### src/rtl/mem_cmd_host_if.sv
// Host and target signal bundle for mem_cmd_host.
// "master" is the command initiator's view and "slave" is the view of the surrounding host/target.
`timescale 1ns/1ps
interface mem_cmd_host_if #(
  parameter int DEPTH = 128
);
  localparam int AW = $clog2(DEPTH);

  logic           wr_valid_i;
  logic           wr_ready_o;
  logic [6:0]     wr_addr_i;
  logic [31:0]    wr_data_i;
  logic           rd_start_i;
  logic           rd_done_o;
  logic [AW-1:0]  cap_addr_i;
  logic [31:0]    cap_data_o;
  logic           busy_o;
  logic           err_o;
  logic           tgt_load_o;
  logic [127:0]   tgt_data_o;
  logic [127:0]   tgt_key_o;
  logic           tgt_busy_i;
  logic [127:0]   tgt_data_i;

  modport master (
    input  wr_valid_i, wr_addr_i, wr_data_i, rd_start_i, cap_addr_i, tgt_busy_i, tgt_data_i,
    output wr_ready_o, rd_done_o, cap_data_o, busy_o, err_o, tgt_load_o, tgt_data_o, tgt_key_o
  );

  modport slave (
    output wr_valid_i, wr_addr_i, wr_data_i, rd_start_i, cap_addr_i, tgt_busy_i, tgt_data_i,
    input  wr_ready_o, rd_done_o, cap_data_o, busy_o, err_o, tgt_load_o, tgt_data_o, tgt_key_o
  );
endinterface

### src/rtl/mem_cmd_host.sv
// Command initiator for a 128-bit load/busy memory target: issues word writes and a readback
// command, and captures the streamed read words into a local buffer for the host.
`timescale 1ns/1ps
module mem_cmd_host #(
  parameter int DEPTH   = 128,
  parameter int RD_SKIP = 2,
  parameter int TIMEOUT = 255
) (
  input  logic              clk,
  input  logic              rst,
  mem_cmd_host_if.master    bus
);
  localparam int AW  = $clog2(DEPTH);
  localparam int TW  = $clog2(TIMEOUT + 1);
  localparam int SW  = $clog2(RD_SKIP + 1);
  localparam int CW0 = (AW > TW) ? AW : TW;
  localparam int CW  = (CW0 > SW) ? CW0 : SW;

  typedef enum logic [2:0] {
    S_IDLE, S_WR_ISSUE, S_WR_WAIT, S_RD_ISSUE, S_RD_SKIP, S_RD_CAP, S_RD_DONE
  } state_t;

  state_t         state, state_n;
  logic [CW-1:0]  cnt, cnt_n;
  logic           seen, seen_n;
  logic           err, err_n;
  logic           load_q, load_n;
  logic [127:0]   tdata_q, tdata_n;
  logic [127:0]   tkey_q, tkey_n;
  logic           done_q, done_n;
  logic           cap_we;
  logic [31:0]    cap_mem [DEPTH];
  logic [31:0]    cap_q;
  logic           unused_tgt_hi;

  // The target drives a full 128-bit stream but only the low word carries read data.
  assign unused_tgt_hi = ^bus.tgt_data_i[127:32];

  // NOTE: every variable gets a default before the case so no path leaves it unassigned (no latches).
  always_comb begin
    state_n = state;
    cnt_n   = cnt;
    seen_n  = seen;
    err_n   = err;
    load_n  = 1'b0;
    tdata_n = '0;
    tkey_n  = '0;
    done_n  = 1'b0;
    cap_we  = 1'b0;
    unique case (state)
      S_IDLE: begin
        if (bus.rd_start_i) begin
          state_n = S_RD_ISSUE;
          load_n  = 1'b1;
          err_n   = 1'b0;
        end else if (bus.wr_valid_i) begin
          state_n = S_WR_ISSUE;
          load_n  = 1'b1;
          tdata_n = {1'b1, 95'b0, bus.wr_data_i};
          tkey_n  = {121'b0, bus.wr_addr_i};
          err_n   = 1'b0;
        end
      end
      S_WR_ISSUE: begin
        state_n = S_WR_WAIT;
        cnt_n   = '0;
        seen_n  = 1'b0;
      end
      S_WR_WAIT: begin
        // Acknowledge is a complete busy pulse; a target that never raises busy times out.
        if (seen && !bus.tgt_busy_i) begin
          state_n = S_IDLE;
        end else if (cnt == CW'(TIMEOUT - 1)) begin
          state_n = S_IDLE;
          err_n   = 1'b1;
        end else begin
          cnt_n = cnt + CW'(1);
          if (bus.tgt_busy_i) seen_n = 1'b1;
        end
      end
      S_RD_ISSUE: begin
        cnt_n   = '0;
        state_n = (RD_SKIP == 0) ? S_RD_CAP : S_RD_SKIP;
      end
      S_RD_SKIP: begin
        if (cnt == CW'(RD_SKIP - 1)) begin
          cnt_n   = '0;
          state_n = S_RD_CAP;
        end else begin
          cnt_n = cnt + CW'(1);
        end
      end
      S_RD_CAP: begin
        cap_we = 1'b1;
        if (cnt == CW'(DEPTH - 1)) begin
          state_n = S_RD_DONE;
          done_n  = 1'b1;
        end else begin
          cnt_n = cnt + CW'(1);
        end
      end
      S_RD_DONE: state_n = S_IDLE;
      default:   state_n = S_IDLE;
    endcase
  end

  // NOTE: sequential state uses non-blocking assignments so all registers update from pre-edge values.
  always_ff @(posedge clk or posedge rst) begin
    if (rst) begin
      state   <= S_IDLE;
      cnt     <= '0;
      seen    <= 1'b0;
      err     <= 1'b0;
      load_q  <= 1'b0;
      tdata_q <= '0;
      tkey_q  <= '0;
      done_q  <= 1'b0;
    end else begin
      state   <= state_n;
      cnt     <= cnt_n;
      seen    <= seen_n;
      err     <= err_n;
      load_q  <= load_n;
      tdata_q <= tdata_n;
      tkey_q  <= tkey_n;
      done_q  <= done_n;
    end
  end

  // NOTE: the capture buffer is deliberately left out of reset so words captured before an abort survive.
  always_ff @(posedge clk) begin
    if (cap_we) cap_mem[cnt[AW-1:0]] <= bus.tgt_data_i[31:0];
  end

  always_ff @(posedge clk or posedge rst) begin
    if (rst) cap_q <= '0;
    else     cap_q <= cap_mem[bus.cap_addr_i];
  end

  assign bus.wr_ready_o = (state == S_IDLE) && !bus.rd_start_i;
  assign bus.busy_o     = (state != S_IDLE);
  assign bus.err_o      = err;
  assign bus.rd_done_o  = done_q;
  assign bus.cap_data_o = cap_q;
  assign bus.tgt_load_o = load_q;
  assign bus.tgt_data_o = tdata_q;
  assign bus.tgt_key_o  = tkey_q;
endmodule

### src/flat_wrapper.sv
// flat-port wrapper written by rule: the top's interface ports become plain ports
module mem_cmd_host_flat 
#(
  parameter int DEPTH   = 128,
  parameter int RD_SKIP = 2,
  parameter int TIMEOUT = 255
)
  (clk, rst, bus_wr_valid_i, bus_wr_addr_i, bus_wr_data_i, bus_rd_start_i, bus_cap_addr_i, bus_tgt_busy_i, bus_tgt_data_i, bus_wr_ready_o, bus_rd_done_o, bus_cap_data_o, bus_busy_o, bus_err_o, bus_tgt_load_o, bus_tgt_data_o, bus_tgt_key_o);
  mem_cmd_host_if #(.DEPTH(DEPTH)) bus_i ();
  input  logic clk;
  input  logic rst;
  input wire logic [$bits(bus_i.wr_valid_i)-1:0] bus_wr_valid_i;
  input wire logic [$bits(bus_i.wr_addr_i)-1:0] bus_wr_addr_i;
  input wire logic [$bits(bus_i.wr_data_i)-1:0] bus_wr_data_i;
  input wire logic [$bits(bus_i.rd_start_i)-1:0] bus_rd_start_i;
  input wire logic [$bits(bus_i.cap_addr_i)-1:0] bus_cap_addr_i;
  input wire logic [$bits(bus_i.tgt_busy_i)-1:0] bus_tgt_busy_i;
  input wire logic [$bits(bus_i.tgt_data_i)-1:0] bus_tgt_data_i;
  output wire logic [$bits(bus_i.wr_ready_o)-1:0] bus_wr_ready_o;
  output wire logic [$bits(bus_i.rd_done_o)-1:0] bus_rd_done_o;
  output wire logic [$bits(bus_i.cap_data_o)-1:0] bus_cap_data_o;
  output wire logic [$bits(bus_i.busy_o)-1:0] bus_busy_o;
  output wire logic [$bits(bus_i.err_o)-1:0] bus_err_o;
  output wire logic [$bits(bus_i.tgt_load_o)-1:0] bus_tgt_load_o;
  output wire logic [$bits(bus_i.tgt_data_o)-1:0] bus_tgt_data_o;
  output wire logic [$bits(bus_i.tgt_key_o)-1:0] bus_tgt_key_o;
  assign bus_i.wr_valid_i = bus_wr_valid_i;
  assign bus_i.wr_addr_i = bus_wr_addr_i;
  assign bus_i.wr_data_i = bus_wr_data_i;
  assign bus_i.rd_start_i = bus_rd_start_i;
  assign bus_i.cap_addr_i = bus_cap_addr_i;
  assign bus_i.tgt_busy_i = bus_tgt_busy_i;
  assign bus_i.tgt_data_i = bus_tgt_data_i;
  assign bus_wr_ready_o = bus_i.wr_ready_o;
  assign bus_rd_done_o = bus_i.rd_done_o;
  assign bus_cap_data_o = bus_i.cap_data_o;
  assign bus_busy_o = bus_i.busy_o;
  assign bus_err_o = bus_i.err_o;
  assign bus_tgt_load_o = bus_i.tgt_load_o;
  assign bus_tgt_data_o = bus_i.tgt_data_o;
  assign bus_tgt_key_o = bus_i.tgt_key_o;
  mem_cmd_host #(.DEPTH(DEPTH), .RD_SKIP(RD_SKIP), .TIMEOUT(TIMEOUT)) u_core (.clk(clk), .rst(rst), .bus(bus_i));
endmodule
### config.mk
export PLATFORM = sky130hd
export DESIGN_NAME = mem_cmd_host_flat
export DESIGN_NICKNAME = d
export VERILOG_FILES = /design/src/rtl/mem_cmd_host_if.sv /design/src/rtl/mem_cmd_host.sv /design/src/flat_wrapper.sv
export SDC_FILE = /design/constraint.sdc
export NUM_CORES = 2
export LEC_CHECK = 0
export ABC_AREA = 1
export CAP_MARGIN = 40
export CORE_MARGIN = 1
export CORE_UTILIZATION = 45
export CTS_CLUSTER_SIZE = 8
export DETAILED_ROUTE_END_ITERATION = 6
export SLEW_MARGIN = 0
export SYNTH_ARGS = -nofsm -noshare
export SYNTH_HDL_FRONTEND = slang
export SYNTH_SLANG_ARGS = --single-unit
### constraint.sdc
create_clock -name clk -period 5.79 [get_ports clk]
set_input_delay 1.158 -clock clk [delete_from_list [all_inputs] [get_ports clk]]
set_output_delay 1.158 -clock clk [all_outputs]
set_load 0.1 [all_outputs]
==> out/metrics.cfg <==
[status]
outcome = complete, but fails checks
violations = DRC

[sta]
worst_pin_slew_ns = 1.214
fmax_mhz = 241.8
setup_ws_ns = 1.654
slew_violations = 0
finalSetupViolCount = 0
rsz0062_at_grt = no
fin_crit_ns = 4.136
fin_crit_sh = 0.7144
fin_skew_ns = 0.05332
tns_ns = 0
hold_violations = 0
timing.slew.headroom = 0.1904

[synth]
ys_warn_count = 0
synth_top_family_by_area = simple AND/OR/NAND/NOR gates
syn_area_per_cell_um2 = 12.23
synth_adder_area_share = 0.0002221
synth_mux_area_frac = 0
synthMostInstantiatedCell = nand2_1
synth_area_um2 = 169000
synth_ff_type = edfxtp_1
synth-edff-count = 4096
ys_top_cells_by_area = edfxtp_1 (73%), nand3_1 (12%), nand2_1 (9.3%)
synth_seq_cells = 4183
synth_top_area_share = 0.7278
ys_types = 32
async_flop_share = 0.02080
yosys.area_share.simple = 0.2168
synth-seq-area-share = 0.7407
synth_compound_area_frac = 0.0007625
syn-instance-count = 13820
synthTopCellsByCount = nand2_1 (4165), edfxtp_1 (4096), nand3_1 (4040), buf_2 (509), buf_4 (313)
yosys.area.top_type = edfxtp_1
synth_xor_area_frac = 0.0003109

[grt]
antenna_found_initial = 22
grt_start_max_net_pins = 202
grt_pass1_vias = 103900
grtUsageTotal = 0.2509
grt_pass1_wl_um = 704700
grt.overflow.total = 0

[drt]
drt_iter0_drc = 12760
highest_layer = met5
drc = 3
wl_um = 486800
wl_met2_um = 229500
routed-via-count = 109300
wl_met1_um = 199800
first_pass_iters = 7
drtAntennaViolNets = 0
route.met3.wl_um = 38240
vias_per_cell = 5.672
avgRoutedWirePerCell_um = 25.26

[power]
leakage_nw = 68.39
p_per_area_nw_per_um2 = 360.2
ir_drop_mv = 0.3369
finalPower_mw = 69.89

[setup_path]
worst-path-max-fanout = 4
cp.required_ns = 4.63
crit_type = register to primary output
arrival_ns = 2.98
cp-end-kind = primary output
critPathLaunchType = register

[place]
dpl.hpwl_um = 269400
port_buffers = 159
place_ws_ns = 1.408
dpl_cell_area_um2 = 178000
place.gp.congestion = 0.8797

[run]
drv_cap = 0

[clock_tree]
cts-root-buf = clkbuf_16
clkSlewWorstSetupHoldPaths_ns = 0.05
ctsHoldBuffers = 0
numCtsBuffers = 592
cts_setup_buffers = 0
numClockSinks = 4183
clockBufferDepth = 4
post_cts_resized = 0
cts-htree-levels = 6
clock_latency_ns = 1.03
cts_tree = done

[floorplan]
ios = 472
dieArea_um2 = 378000
core-area_um2 = 373000
initial_core_util = 0.4530
die_x_um = 614.8
fp-row-count = 224
die_h_um = 614.8

[finish]
area_growth_pct = 14.80
fillers = 30990
nNetsFinal = 14330
layout-drive-gt1-share = 0.09160
design_area_um2 = 194000

[min_path]
min_path_type = input port to register

==> worst max-delay path, cell delays in order, from the launching register on <==
cell and delay, ns:
dfrtp_1 0.41, nor2_1 0.15, nand2_1 0.33, nor2_1 0.29
clkdlybuf4s50_1 0.57, buf_8 0.21
==> state kept, by name (all words and copies together), names as in the netlist <==
| signal | flops |
|---|---|
| u_core.cap_mem | 4096 |
| u_core.bus.tgt_data_o | 33 |
| u_core.bus.cap_data_o | 32 |
| u_core.cnt | 8 |
| u_core.bus.tgt_key_o | 7 |
| u_core.state | 3 |
| u_core.bus.err_o | 1 |
| u_core.bus.rd_done_o | 1 |
| u_core.bus.tgt_load_o | 1 |
| u_core.seen | 1 |
==> metrics by stage <==
stage,std cells,util,hold WS [ns]
final,19270,0.5201,0.3919
after global routing,19260,0.5200,0.3537
after CTS,19250,0.5199,0.3278
after detailed placement,18530,0.4771,0.5494
after global placement,18400,0.4703,0.5434
after floorplan,14030,-,0.5123
==> power by group <==
group	total (mW)	internal, mW	switching (mW)	leakage, nW
Sequential	33.5	33.5	0.0888	37.9
Clock	30.7	18.6	12.1	7.80
Combinational	5.64	1.30	4.35	22.7
Total	69.9	53.4	16.5	68.4
==> routing by layer <==
| metal | GRT usage | vias up |
|---|---|---|
| li1 | - | 49340 |
| met1 | 0.3467 | 54350 |
| met2 | 0.4031 | 4834 |
| met3 | 0.03511 | 782 |
| met4 | 0.09856 | 2 |
| met5 | 0 | - |
==> cells in the final DEF (no fill, tap or decap), drive strengths merged <==
| cell | n |
|---|---|
| a21oi | 1 |
| a22oi | 1 |
| buf | 527 |
| clkbuf | 695 |
| clkdlybuf4s50 | 121 |
| clkinv | 14 |
| conb | 216 |
| dfrtp | 87 |
| diode | 21 |
| edfxtp | 4096 |
| ha | 3 |
| inv | 89 |
| nand2 | 4166 |
| nand3 | 4041 |
| nand3b | 2 |
| nand4 | 8 |
| nor2 | 183 |
| nor3 | 2 |
| o211ai | 3 |
| o21ai | 13 |
| o22ai | 1 |
| o31ai | 3 |
| or2 | 1 |
| xnor2 | 1 |
| xor2 | 5 |
==> final cells by class <==
cell class                      count  area, um2  area share
Sequential cell                  4183     125200      0.6452
Clock buffer                      695      15560     0.08021
Inverter                           73      329.1    0.001696
Timing Repair Buffer              648       7611     0.03923
Multi-Input combinational cell   8650      38630      0.1991
Antenna cell                       21      52.55   0.0002709
Tap cell                         4972       6221     0.03207
Clock inverter                     30      426.7    0.002199
==> cell families after synthesis <==
logic type,Yosys count
adder cells (fa/ha/maj),3
XOR/XNOR,6
AO/OA/AOI/OAI,22
other,1
flip-flops,4183
AND/OR/NAND/NOR,8403
buffers and inverters,1201
==> worst paths after layout <==
path                                          from                         to  slack, ns  cells past startpoint
worst min register to register         u_core.seen                u_core.seen       0.56                      2
worst min-delay path            bus_tgt_data_i[14]     u_core.cap_mem[37][14]       0.39                      1
min in group asynchronous                      rst    u_core.bus.tgt_key_o[6]       0.41                      2
worst max-delay path               u_core.state[1]             bus_wr_ready_o       1.65                      5
worst max register to register       u_core.cnt[0]     u_core.cap_mem[103][4]       2.13                      6
max in group asynchronous                      rst  u_core.bus.cap_data_o[30]       4.23                      4
(Power assumes the default switching activity.)
